File: src/rtl/alu_pkg.sv
// Shared types for the sequential ALU: operation modes, flag bit positions
// and the controller state encoding.
package alu_pkg;

    typedef enum logic [4:0] {
        MODE_ADD   = 5'h00,
        MODE_SUB   = 5'h01,
        MODE_PASS1 = 5'h02,
        MODE_PASS2 = 5'h03,
        MODE_AND   = 5'h04,
        MODE_OR    = 5'h05,
        MODE_XOR   = 5'h06,
        MODE_RSUB  = 5'h07,
        MODE_INC   = 5'h08,
        MODE_DEC   = 5'h09,
        MODE_ROL   = 5'h0A,
        MODE_ROR   = 5'h0B,
        MODE_SHL   = 5'h0C,
        MODE_SHR   = 5'h0D,
        MODE_ASR   = 5'h0E,
        MODE_NEG   = 5'h0F,
        MODE_ADC   = 5'h10,
        MODE_SBB   = 5'h11,
        MODE_MULU  = 5'h12,
        MODE_DIVU  = 5'h13
    } alu_mode_e;

    localparam int FLAG_Z = 3;
    localparam int FLAG_C = 2;
    localparam int FLAG_S = 1;
    localparam int FLAG_O = 0;

    typedef enum logic {
        ST_IDLE = 1'b0,
        ST_ITER = 1'b1
    } alu_state_e;

endpackage

File: src/rtl/seq_alu_iter.sv
// Shared iterative datapath: MSB-first shift-add multiply and restoring
// divide, one step per enabled cycle; exposes the post-step accumulator.
module seq_alu_iter
    import alu_pkg::*;
#(
    parameter int WIDTH = 8
) (
    input  logic             clk,
    input  logic             rst_n,
    input  logic             load_i,
    input  logic             is_div_i,
    input  logic [WIDTH-1:0] op1_i,
    input  logic [WIDTH-1:0] op2_i,
    input  logic             step_i,
    output logic             last_o,
    output logic             is_div_o,
    output logic [WIDTH-1:0] lo_o,
    output logic [WIDTH-1:0] hi_o
);

    localparam int CW = $clog2(WIDTH);

    logic [2*WIDTH-1:0] acc_q, acc_d;
    logic [WIDTH-1:0]   shf_q;
    logic [WIDTH-1:0]   opb_q;
    logic [CW-1:0]      cnt_q;
    logic               div_q;
    logic [WIDTH:0]     rem_sh, rem_sub;

    // NOTE: every variable is given a default at the top of the block, so no path leaves it unassigned and no latch is inferred.
    always_comb begin
        acc_d   = acc_q;
        rem_sh  = {acc_q[2*WIDTH-1:WIDTH], shf_q[WIDTH-1]};
        rem_sub = rem_sh - {1'b0, opb_q};
        if (div_q) begin
            // hi half holds the partial remainder, lo half collects quotient bits
            if (!rem_sub[WIDTH]) begin
                acc_d = {rem_sub[WIDTH-1:0], acc_q[WIDTH-2:0], 1'b1};
            end else begin
                acc_d = {rem_sh[WIDTH-1:0], acc_q[WIDTH-2:0], 1'b0};
            end
        end else begin
            acc_d = (acc_q << 1) + (shf_q[WIDTH-1] ? {{WIDTH{1'b0}}, opb_q} : '0);
        end
    end

    assign lo_o     = acc_d[WIDTH-1:0];
    assign hi_o     = acc_d[2*WIDTH-1:WIDTH];
    assign last_o   = (cnt_q == '0);
    assign is_div_o = div_q;

    // NOTE: state uses non-blocking assignments so all registers update together at the edge.
    // NOTE: these are plain flops, not a RAM, so they are all reset; the counter must read 0 after reset.
    always_ff @(posedge clk or negedge rst_n) begin
        if (!rst_n) begin
            acc_q <= '0;
            shf_q <= '0;
            opb_q <= '0;
            cnt_q <= '0;
            div_q <= 1'b0;
        end else if (load_i) begin
            acc_q <= '0;
            shf_q <= op1_i;
            opb_q <= op2_i;
            cnt_q <= CW'(WIDTH - 1);
            div_q <= is_div_i;
        end else if (step_i) begin
            acc_q <= acc_d;
            shf_q <= shf_q << 1;
            cnt_q <= cnt_q - CW'(1);
        end
    end

endmodule

File: src/rtl/seq_alu.sv
// Registered ALU with start/done handshake: single-cycle modes complete at
// acceptance, MULU/DIVU run WIDTH steps on the shared iterative datapath.
module seq_alu
    import alu_pkg::*;
#(
    parameter int WIDTH = 8
) (
    input  logic             clk,
    input  logic             rst_n,
    input  logic             start,
    input  logic [4:0]       mode,
    input  logic [3:0]       cflags,
    input  logic [WIDTH-1:0] operand1,
    input  logic [WIDTH-1:0] operand2,
    output logic             busy,
    output logic             done,
    output logic [WIDTH-1:0] result,
    output logic [WIDTH-1:0] result_hi,
    output logic [3:0]       flags
);

    localparam int SHW = $clog2(WIDTH);

    alu_state_e         state_q, state_d;
    logic               done_q, done_d;
    logic [WIDTH-1:0]   result_q, result_d;
    logic [WIDTH-1:0]   result_hi_q, result_hi_d;
    logic [3:0]         flags_q, flags_d;

    logic [SHW-1:0]     sh;
    logic [WIDTH-1:0]   add_a, add_b;
    logic               add_cin, is_arith;
    logic [WIDTH:0]     add_sum;
    logic [2*WIDTH-1:0] rot;
    logic [WIDTH-1:0]   sc_res, sc_hi;
    logic [3:0]         sc_flags;

    logic               it_load, it_step, it_last, it_div, is_multi;
    logic [WIDTH-1:0]   it_lo, it_hi;

    // Single-cycle unit; every add/sub variant is folded onto a + b + cin.
    always_comb begin
        sh       = operand1[SHW-1:0];
        add_a    = operand1;
        add_b    = operand2;
        add_cin  = 1'b0;
        is_arith = 1'b0;
        rot      = '0;
        sc_res   = operand2;
        sc_hi    = '0;
        case (mode)
            MODE_ADD:  is_arith = 1'b1;
            MODE_SUB:  begin add_b = ~operand2; add_cin = 1'b1; is_arith = 1'b1; end
            MODE_RSUB: begin add_a = operand2; add_b = ~operand1; add_cin = 1'b1; is_arith = 1'b1; end
            MODE_INC:  begin add_a = operand2; add_b = '0; add_cin = 1'b1; is_arith = 1'b1; end
            MODE_DEC:  begin add_a = operand2; add_b = '1; is_arith = 1'b1; end
            MODE_NEG:  begin add_a = '0; add_b = ~operand2; add_cin = 1'b1; is_arith = 1'b1; end
            MODE_ADC:  begin add_cin = cflags[FLAG_C]; is_arith = 1'b1; end
            MODE_SBB:  begin add_b = ~operand2; add_cin = cflags[FLAG_C]; is_arith = 1'b1; end
            default:   ;
        endcase
        add_sum = {1'b0, add_a} + {1'b0, add_b} + (WIDTH+1)'(add_cin);

        case (mode)
            MODE_PASS1: sc_res = operand1;
            MODE_AND:   sc_res = operand1 & operand2;
            MODE_OR:    sc_res = operand1 | operand2;
            MODE_XOR:   sc_res = operand1 ^ operand2;
            MODE_ROL:   begin rot = {operand2, operand2} << sh; sc_res = rot[2*WIDTH-1:WIDTH]; end
            MODE_ROR:   begin rot = {operand2, operand2} >> sh; sc_res = rot[WIDTH-1:0]; end
            MODE_SHL:   sc_res = operand2 << sh;
            MODE_SHR:   sc_res = operand2 >> sh;
            MODE_ASR:   sc_res = $signed(operand2) >>> sh;
            MODE_DIVU:  begin sc_res = '1; sc_hi = operand1; end
            default:    if (is_arith) sc_res = add_sum[WIDTH-1:0];
        endcase

        sc_flags[FLAG_Z] = (sc_res == '0);
        sc_flags[FLAG_S] = sc_res[WIDTH-1];
        sc_flags[FLAG_C] = is_arith ? add_sum[WIDTH] : cflags[FLAG_C];
        sc_flags[FLAG_O] = is_arith && (add_a[WIDTH-1] == add_b[WIDTH-1])
                                    && (add_sum[WIDTH-1] != add_a[WIDTH-1]);
        if (mode == MODE_DIVU) begin
            // only reached for a zero divisor; real divides go iterative
            sc_flags[FLAG_S] = 1'b0;
            sc_flags[FLAG_C] = |operand1;
            sc_flags[FLAG_O] = 1'b1;
        end
    end

    assign is_multi = (mode == MODE_MULU) || ((mode == MODE_DIVU) && (operand2 != '0));

    always_comb begin
        state_d     = state_q;
        done_d      = 1'b0;
        result_d    = result_q;
        result_hi_d = result_hi_q;
        flags_d     = flags_q;
        it_load     = 1'b0;
        it_step     = 1'b0;
        case (state_q)
            ST_IDLE: begin
                if (start && is_multi) begin
                    it_load = 1'b1;
                    state_d = ST_ITER;
                end else if (start) begin
                    done_d      = 1'b1;
                    result_d    = sc_res;
                    result_hi_d = sc_hi;
                    flags_d     = sc_flags;
                end
            end
            ST_ITER: begin
                it_step = 1'b1;
                if (it_last) begin
                    state_d          = ST_IDLE;
                    done_d           = 1'b1;
                    result_d         = it_lo;
                    result_hi_d      = it_hi;
                    flags_d[FLAG_Z]  = it_div ? (it_lo == '0) : ({it_hi, it_lo} == '0);
                    flags_d[FLAG_C]  = (it_hi != '0);
                    flags_d[FLAG_S]  = it_div ? 1'b0 : it_lo[WIDTH-1];
                    flags_d[FLAG_O]  = 1'b0;
                end
            end
            default: state_d = ST_IDLE;
        endcase
    end

    always_ff @(posedge clk or negedge rst_n) begin
        if (!rst_n) begin
            state_q     <= ST_IDLE;
            done_q      <= 1'b0;
            result_q    <= '0;
            result_hi_q <= '0;
            flags_q     <= '0;
        end else begin
            state_q     <= state_d;
            done_q      <= done_d;
            result_q    <= result_d;
            result_hi_q <= result_hi_d;
            flags_q     <= flags_d;
        end
    end

    seq_alu_iter #(.WIDTH(WIDTH)) u_iter (
        .clk      (clk),
        .rst_n    (rst_n),
        .load_i   (it_load),
        .is_div_i (mode == MODE_DIVU),
        .op1_i    (operand1),
        .op2_i    (operand2),
        .step_i   (it_step),
        .last_o   (it_last),
        .is_div_o (it_div),
        .lo_o     (it_lo),
        .hi_o     (it_hi)
    );

    assign busy      = (state_q == ST_ITER);
    assign done      = done_q;
    assign result    = result_q;
    assign result_hi = result_hi_q;
    assign flags     = flags_q;

endmodule

File: config.mk
export PLATFORM = sky130hd
export DESIGN_NAME = seq_alu
export DESIGN_NICKNAME = d
export VERILOG_FILES = /design/src/rtl/alu_pkg.sv /design/src/rtl/seq_alu_iter.sv /design/src/rtl/seq_alu.sv
export SDC_FILE = /design/constraint.sdc
export NUM_CORES = 1
export LEC_CHECK = 0
export ABC_AREA = 1
export CORE_ASPECT_RATIO = 1.25
export CORE_UTILIZATION = 54
export DETAILED_ROUTE_END_ITERATION = 6
export PLACE_DENSITY = 0.78
export SLEW_MARGIN = 40
export SYNTH_ARGS = -nofsm -noshare
export SYNTH_HDL_FRONTEND = slang
export SYNTH_SLANG_ARGS = --single-unit
File: constraint.sdc
create_clock -name clk -period 2.3 [get_ports clk]
set_input_delay 0.345 -clock clk [delete_from_list [all_inputs] [get_ports clk]]
set_output_delay 0.345 -clock clk [all_outputs]
set_load 0.02 [all_outputs]
-- After elaboration in Yosys (flattened, before gate mapping)
Cells that the tools add are included.
- register bits after elaboration: 58
- input port bits: 28
- output and inout bits: 22
- word-level logic and storage cells: 110
- $add $sub $neg: 5
- equal/unequal tests: 23
- shift operators: 5
- mux-type cells: 41
- bitwise operators: 6
- reduce and logical (&&, ||, !) cells: 20
- operator list (operator ; number):
    8-bit two-way mux ; 11
    8-bit one-hot mux with 10 select lines ; 1
    16-bit two-way mux ; 4
    8-bit one-hot mux with 2 select lines ; 3
    5-bit by 4-bit equality test with 1-bit output, second input constant ; 8
    8-bit one-hot mux with 4 select lines ; 1
    5-bit by 3-bit equality test with 1-bit output, second input constant ; 4
    5-bit equality test, second input constant ; 4
    16-bit adder ; 1
    16-bit zero test ; 1
    8-bit zero test ; 2
    8-bit NOT ; 2
    8-bit nonzero test ; 2
    8-bit OR reduction ; 2
    16-bit by 3-bit left shift with 16-bit output ; 1
    16-bit by 3-bit right shift with 8-bit output ; 1
    4-bit two-way mux ; 3
    1-bit two-way mux ; 11
    8-bit by 8-bit adder with 9-bit output ; 1
    9-bit by 1-bit adder with 9-bit output ; 1
    3-bit two-way mux ; 3
    9-bit by 8-bit subtractor with 9-bit output ; 1
    8-bit bitwise AND ; 1
    8-bit OR ; 1
    23 further kinds ; 30

-- Longest topological paths before layout
- depth after elaboration: 11
- mapped depth: 26
- depth with buffers taken out: 25

-- Cells and area by module
Synthesis repeated with hierarchy kept, for this count alone.
- cell total of the unflattened synthesis: 1043
- area, all modules: 6418.7 µm²
- modules (own cells, without submodules) (module ; times used ; cells each ; area an instance (µm²) ; sequential area each (µm²)):
    seq_alu ; 1 ; 635 ; 3612.2 ; 550.5
    seq_alu_iter ; 1 ; 408 ; 2806.4 ; 900.9

-- Least setup slack after synthesis
OpenSTA, ideal clock, no wires.
- kind: input port to flip-flop
- start: in mode[3]
- end: reg flags_q[3], in the netlist flags[3]
- setup time: 0.077 ns
- data arrival time: 3.185 ns
- required time: 2.223 ns
- slack: -0.962 ns
- stages on the path: 26
- buffers on the path: 2
- cell sequence: buf_2 inv_1 nand2_1 nor2_4 nand2_4 nand2_4 nor2_4 nand2_2 nor2_2 buf_2 a21oi_1 fa_1 inv_1 fa_1 inv_1 nand4_1 nand3_1 nand2_1 nand2_1 nor2_1 nor2_1 nor2_1 nand2_1 nor2_1 a21oi_1 a21oi_1
- longest elaborated chain between the ends: 11
- elaborated cells between the ends (all ways): 41
- classes of those cells: add/sub (2); eq/ne (19); mux (9); reduce/logical (11)
- ends and longest elaborated chain (element ; RTL line ; text):
    start, declared ; seq_alu.sv:11 ; input logic [4:0] mode,
    5-bit equality test, or another cell as far along ; seq_alu.sv:51 ; case (mode)
    3-bit OR reduction (no line) ; -- ;
    8-bit one-hot mux with 4 select lines / 8-bit one-hot mux with 2 select lines (equally long branches) ; seq_alu.sv:51 ;
    8-bit by 8-bit adder with 9-bit output ; seq_alu.sv:62 ; add_sum = {1'b0, add_a} + {1'b0, add_b} + (WIDTH+1)'(add_cin);
    9-bit by 1-bit adder with 9-bit output ; seq_alu.sv:62 ;
    8-bit two-way mux ; seq_alu.sv:75 ; default: if (is_arith) sc_res = add_sum[WIDTH-1:0];
    8-bit one-hot mux with 10 select lines ; seq_alu.sv:64 ; case (mode)
    8-bit zero test ; seq_alu.sv:78 ; sc_flags[FLAG_Z] = (sc_res == '0);
    4-bit two-way mux ; seq_alu.sv:106 ; end else if (start) begin
    4-bit two-way mux ; seq_alu.sv:103 ; if (start && is_multi) begin
    4-bit one-hot mux with 2 select lines ; seq_alu.sv:101 ; case (state_q)
    end signal, assigned ; seq_alu.sv:142 ; flags_q <= flags_d;
    end, declared ; seq_alu.sv:28 ; logic [3:0] flags_q, flags_d;
Parallel ways exist; a longest one is shown, timed or not. The select of a mux whose other input is x is not followed.
A chain may end at the register's enable or synchronous reset.

-- Worst setup path in the final report
Ends and elaborated chain as after synthesis.

==> parameters.txt <==
Parameter                              Value

Global routing
  Via count of the first global-routing pass    7,907
  Global route overflow    0
  Maximum number of pins on one net before global-route repair    31
  Wire length of the first global-routing pass    38.9 mm
  Initial antenna violation count    0
  All-layer global routing usage    0.423

Clocking
  Worst skew pair latency    340 ps
  Clock tree root buffer cell    sky130_fd_sc_hd__clkbuf_16
  Clock buffer count from CTS    9
  Clock tree from TritonCTS    built
  Clock edge transition at the registers on the reported setup and hold paths    60 ps
  Clock buffer depth    2
  H-tree levels    3
  Clock sink count    58

Placement
  Estimated wirelength of the detail-placed design    18.3 mm
  Total placed cells including tap cells    1,378
  Setup slack at placement    -1250 ps
  Port bufs    46
  Total cell area at the placement stage    8260 sq um
  Global placement routability congestion    1.03

Worst setup path
  R2R setup slack    -490 ps
  Critical path startpoint    mode[3]
  Cell seen most often among critical-path stages    sky130_fd_sc_hd__nor2_1
  Path depth of the worst reg2reg path    18
  CP Max Fanout    8
  Biggest cell delay along the critical path    360 ps
  Critical setup path kind    in2reg
  Crit path max-delay cell type    sky130_fd_sc_hd__fa_2
  Family of cells with the greatest summed delay on the critical path    simple AND/OR/NAND/NOR gates
  Worst reg2reg startpoint    u_iter.shf_q[7]
  Required time at the worst-slack endpoint    2560 ps
  Chain of cells forming the critical path    buf_12, buf_6, nor2_4, buf_4, nand3_2, o211ai_1, fa_2, inv_2, fa_2, inv_2, nand4_1, nand4_1, nand2_1, nor2_1, nor2_1, nor2_1, nand2_1, nor2_1, a21oi_1, a21oi_1
  Number of buffer and inverter instances along the worst setup path    5
  Critical path data arrival time    3160 ps
  End of the worst register-to-register path    flags[3]
  Endpoint kind of the worst setup timing path    register
  CP startpoint kind    primary input

Power and ir drop
  Peak supply drop    601 uV
  Leakage power of the design    4.90 nW
  Power per cell area    1120 nW/um^2

Logic synthesis
  FFs w/ async S/R, synth    1.00
  Area of the mapped netlist    6180 sq um
  Number of synthesized register bits    58
  Post-synthesis instance total    1,029
  Proportion of synthesized chip area in sequential cells    0.235
  Number of distinct standard cells referenced by the synthesized netlist    38
  Count of flip-flops with a built-in enable after synthesis    0
  Average cell area after synthesis    6.01 sq um
  Count of warnings emitted by yosys    0
  Most used flip-flop cell after synthesis    sky130_fd_sc_hd__dfrtp_1
  Syn Nets    1,103

Cells and area
  Final Net Count    1,356
  Fraction of layout cells with a size suffix above 1    0.308
  Number of cells in the finished layout apart from fillers    1,422
  Most common cell after layout, fill and taps aside    sky130_fd_sc_hd__nand2_1
  Antenna Cells    0
  Fill cells    676
  Layout overhead on the synthesized area    52.3%
  Leading cell types in the layout, fill and taps excluded    301 x sky130_fd_sc_hd__nand2_1, 212 x sky130_fd_sc_hd__buf_4, 109 x sky130_fd_sc_hd__inv_1
  Total non-filler cell area in the finished layout    9410 sq um

Floorplan
  Top-level port count    50
  Die W    97.7 um
  Die area    11,900 sq um
  Die height    122 um
  Number of rows created at floorplan    43
  Starting Density    0.555
  Std-Cell Core Area    11,100 sq um

Flow run
  Max-cap violations    0

Drt
  Number of detailed-routing iterations run before antenna repair    7
  DRC violation count after routing    4
  Via count    8,660
  Sum of routed wire length over all layers    28.0 mm
  Antenna violation net count after detailed routing    0
  Post-DR wirelength/cell    19.7 um
  Via density per instance    6.09
  Drt initial violations    830

STA
  Setup TNS    -5160 ps
  Highest achievable clock rate    345 MHz
  Unrepaired setup endpoints after global routing    yes
  Total count of hold-check failures in the final report    0
  Worst-case clock skew    5.72 ps
  Minimum clock period    2900 ps
  Transition at the pin with the smallest max-transition slack    682 ps
  Minimum setup slack in the final design    -597 ps
  Slew HR    0.546
  Final slew viol count    0
  Ratio of final minimum period to clock period    1.26
  Final number of setup-violating endpoints    29

Run status
  Status    finished, violations left
  Violated checks    DRC, setup timing

Hold path
  Min-Delay Path Class    in2async
## worst reg2reg max path, stage by stage (launching register included)
cell                      delay [ps]
sky130_fd_sc_hd__dfrtp_1         440
sky130_fd_sc_hd__buf_4           180
sky130_fd_sc_hd__nand2_2         110
sky130_fd_sc_hd__inv_1           100
sky130_fd_sc_hd__ha_4            290
sky130_fd_sc_hd__nand2_1         150
sky130_fd_sc_hd__nor2_1          210
sky130_fd_sc_hd__nand2_2         110
sky130_fd_sc_hd__nand2_4         110
sky130_fd_sc_hd__nand3_1          70
sky130_fd_sc_hd__nand2_1          60
sky130_fd_sc_hd__nand3_1          90
sky130_fd_sc_hd__nand2_1         120
sky130_fd_sc_hd__nand2_1          90
sky130_fd_sc_hd__nor2_2          170
sky130_fd_sc_hd__nand2_1         130
sky130_fd_sc_hd__nand2_1          70
sky130_fd_sc_hd__nand2_1          80
sky130_fd_sc_hd__a21oi_1         130
## per-layer routing
| metal | GRT usage | vias up | wire, um |
|---|---|---|---|
| met4 | 0.357 | 0 | 3110 |
| met1 | 0.452 | 3902 | 9220 |
| li1 | - | 3881 | - |
| met2 | 0.755 | 642 | 13000 |
| met3 | 0.0453 | 235 | 2670 |
| met5 | 0 | - | 0 |
## sequential cells by signal (all words and copies together) (netlist names)
name and count:
u_iter.shf_q 8, u_iter.cnt_q 3, done 1, u_iter.acc_q 16, result 8, u_iter.opb_q 8, u_iter.is_div_o 1, busy 1
flags 4, result_hi 8
## through the flow
step	hold slack [ps]	power (mW)	util
global route	103	11.1	0.845
detailed placement	411	7.51	0.741
CTS	75.0	9.32	0.803
global placement	405	7.39	0.741
floorplan	49.4	4.95	-
finish	44.9	10.5	0.845
## layout make-up
cell class              count  area (sq um)  share of cell area
multi-input cells         807          4660               0.495
repair buffers            273          2270               0.241
flip-flops and latches     58          1450               0.154
inverters                 133           529              0.0562
clock buffers              10           239              0.0254
well taps                 135           169              0.0179
clock inverters             6          90.1             0.00957
## kinds of logic after synthesis
family,after synthesis,synth area share
and+or+nand+nor,600,0.414
buffers and inverters,164,0.102
AOI/OAI and AO/OA,154,0.141
DFF,58,0.235
adders and majority gates,46,0.0980
xor gates and xnor gates,7,0.00992
## where the power goes
group / internal [mW] / total (mW) / switching, mW
clock: 0.978 / 1.47 / 0.496
sequential: 1.50 / 1.93 / 0.436
combinational: 2.98 / 7.10 / 4.13
## what timing repair did
action | in CTS | in global routing
hold buffers | 0 | 0
pin swaps | 52 | 42
setup buffers | 12 | 18
gates resized for setup | 110 | 85
endpoints found under the setup margin | 54 | 32
## how the worst max path moves through the flow
stage          slack, ps        to  depth (start not counted)
2_1_floorplan       -670  flags[3]                         25
3_3_place_gp       -1160  flags[3]                         24
3_5_place_dp       -1250  flags[3]                         26
4_1_cts             -310  flags[3]                         24
5_1_grt             -790  flags[3]                         24
6_report            -600  flags[3]                         20
## synthesized netlist by cell type, drive strengths merged, types with 4 or more instances
| cell type | n | area [sq um] |
|---|---|---|
| or2 | 4 | 25.0 |
| a31oi | 5 | 31.3 |
| o21ai | 52 | 260 |
| inv | 130 | 488 |
| o22ai | 21 | 138 |
| buf | 13 | 65.1 |
| ha | 42 | 526 |
| nand4 | 15 | 93.8 |
| clkbuf | 18 | 67.6 |
| fa | 4 | 80.1 |
| nor2 | 104 | 435 |
| xor2 | 4 | 35.0 |
| dfrtp | 58 | 1450 |
| o221ai | 7 | 61.3 |
| nand3 | 124 | 626 |
| nand2 | 335 | 1280 |
| a21oi | 55 | 275 |
| nor3 | 14 | 70.1 |
Note: power is estimated with default switching activity, not from simulation.
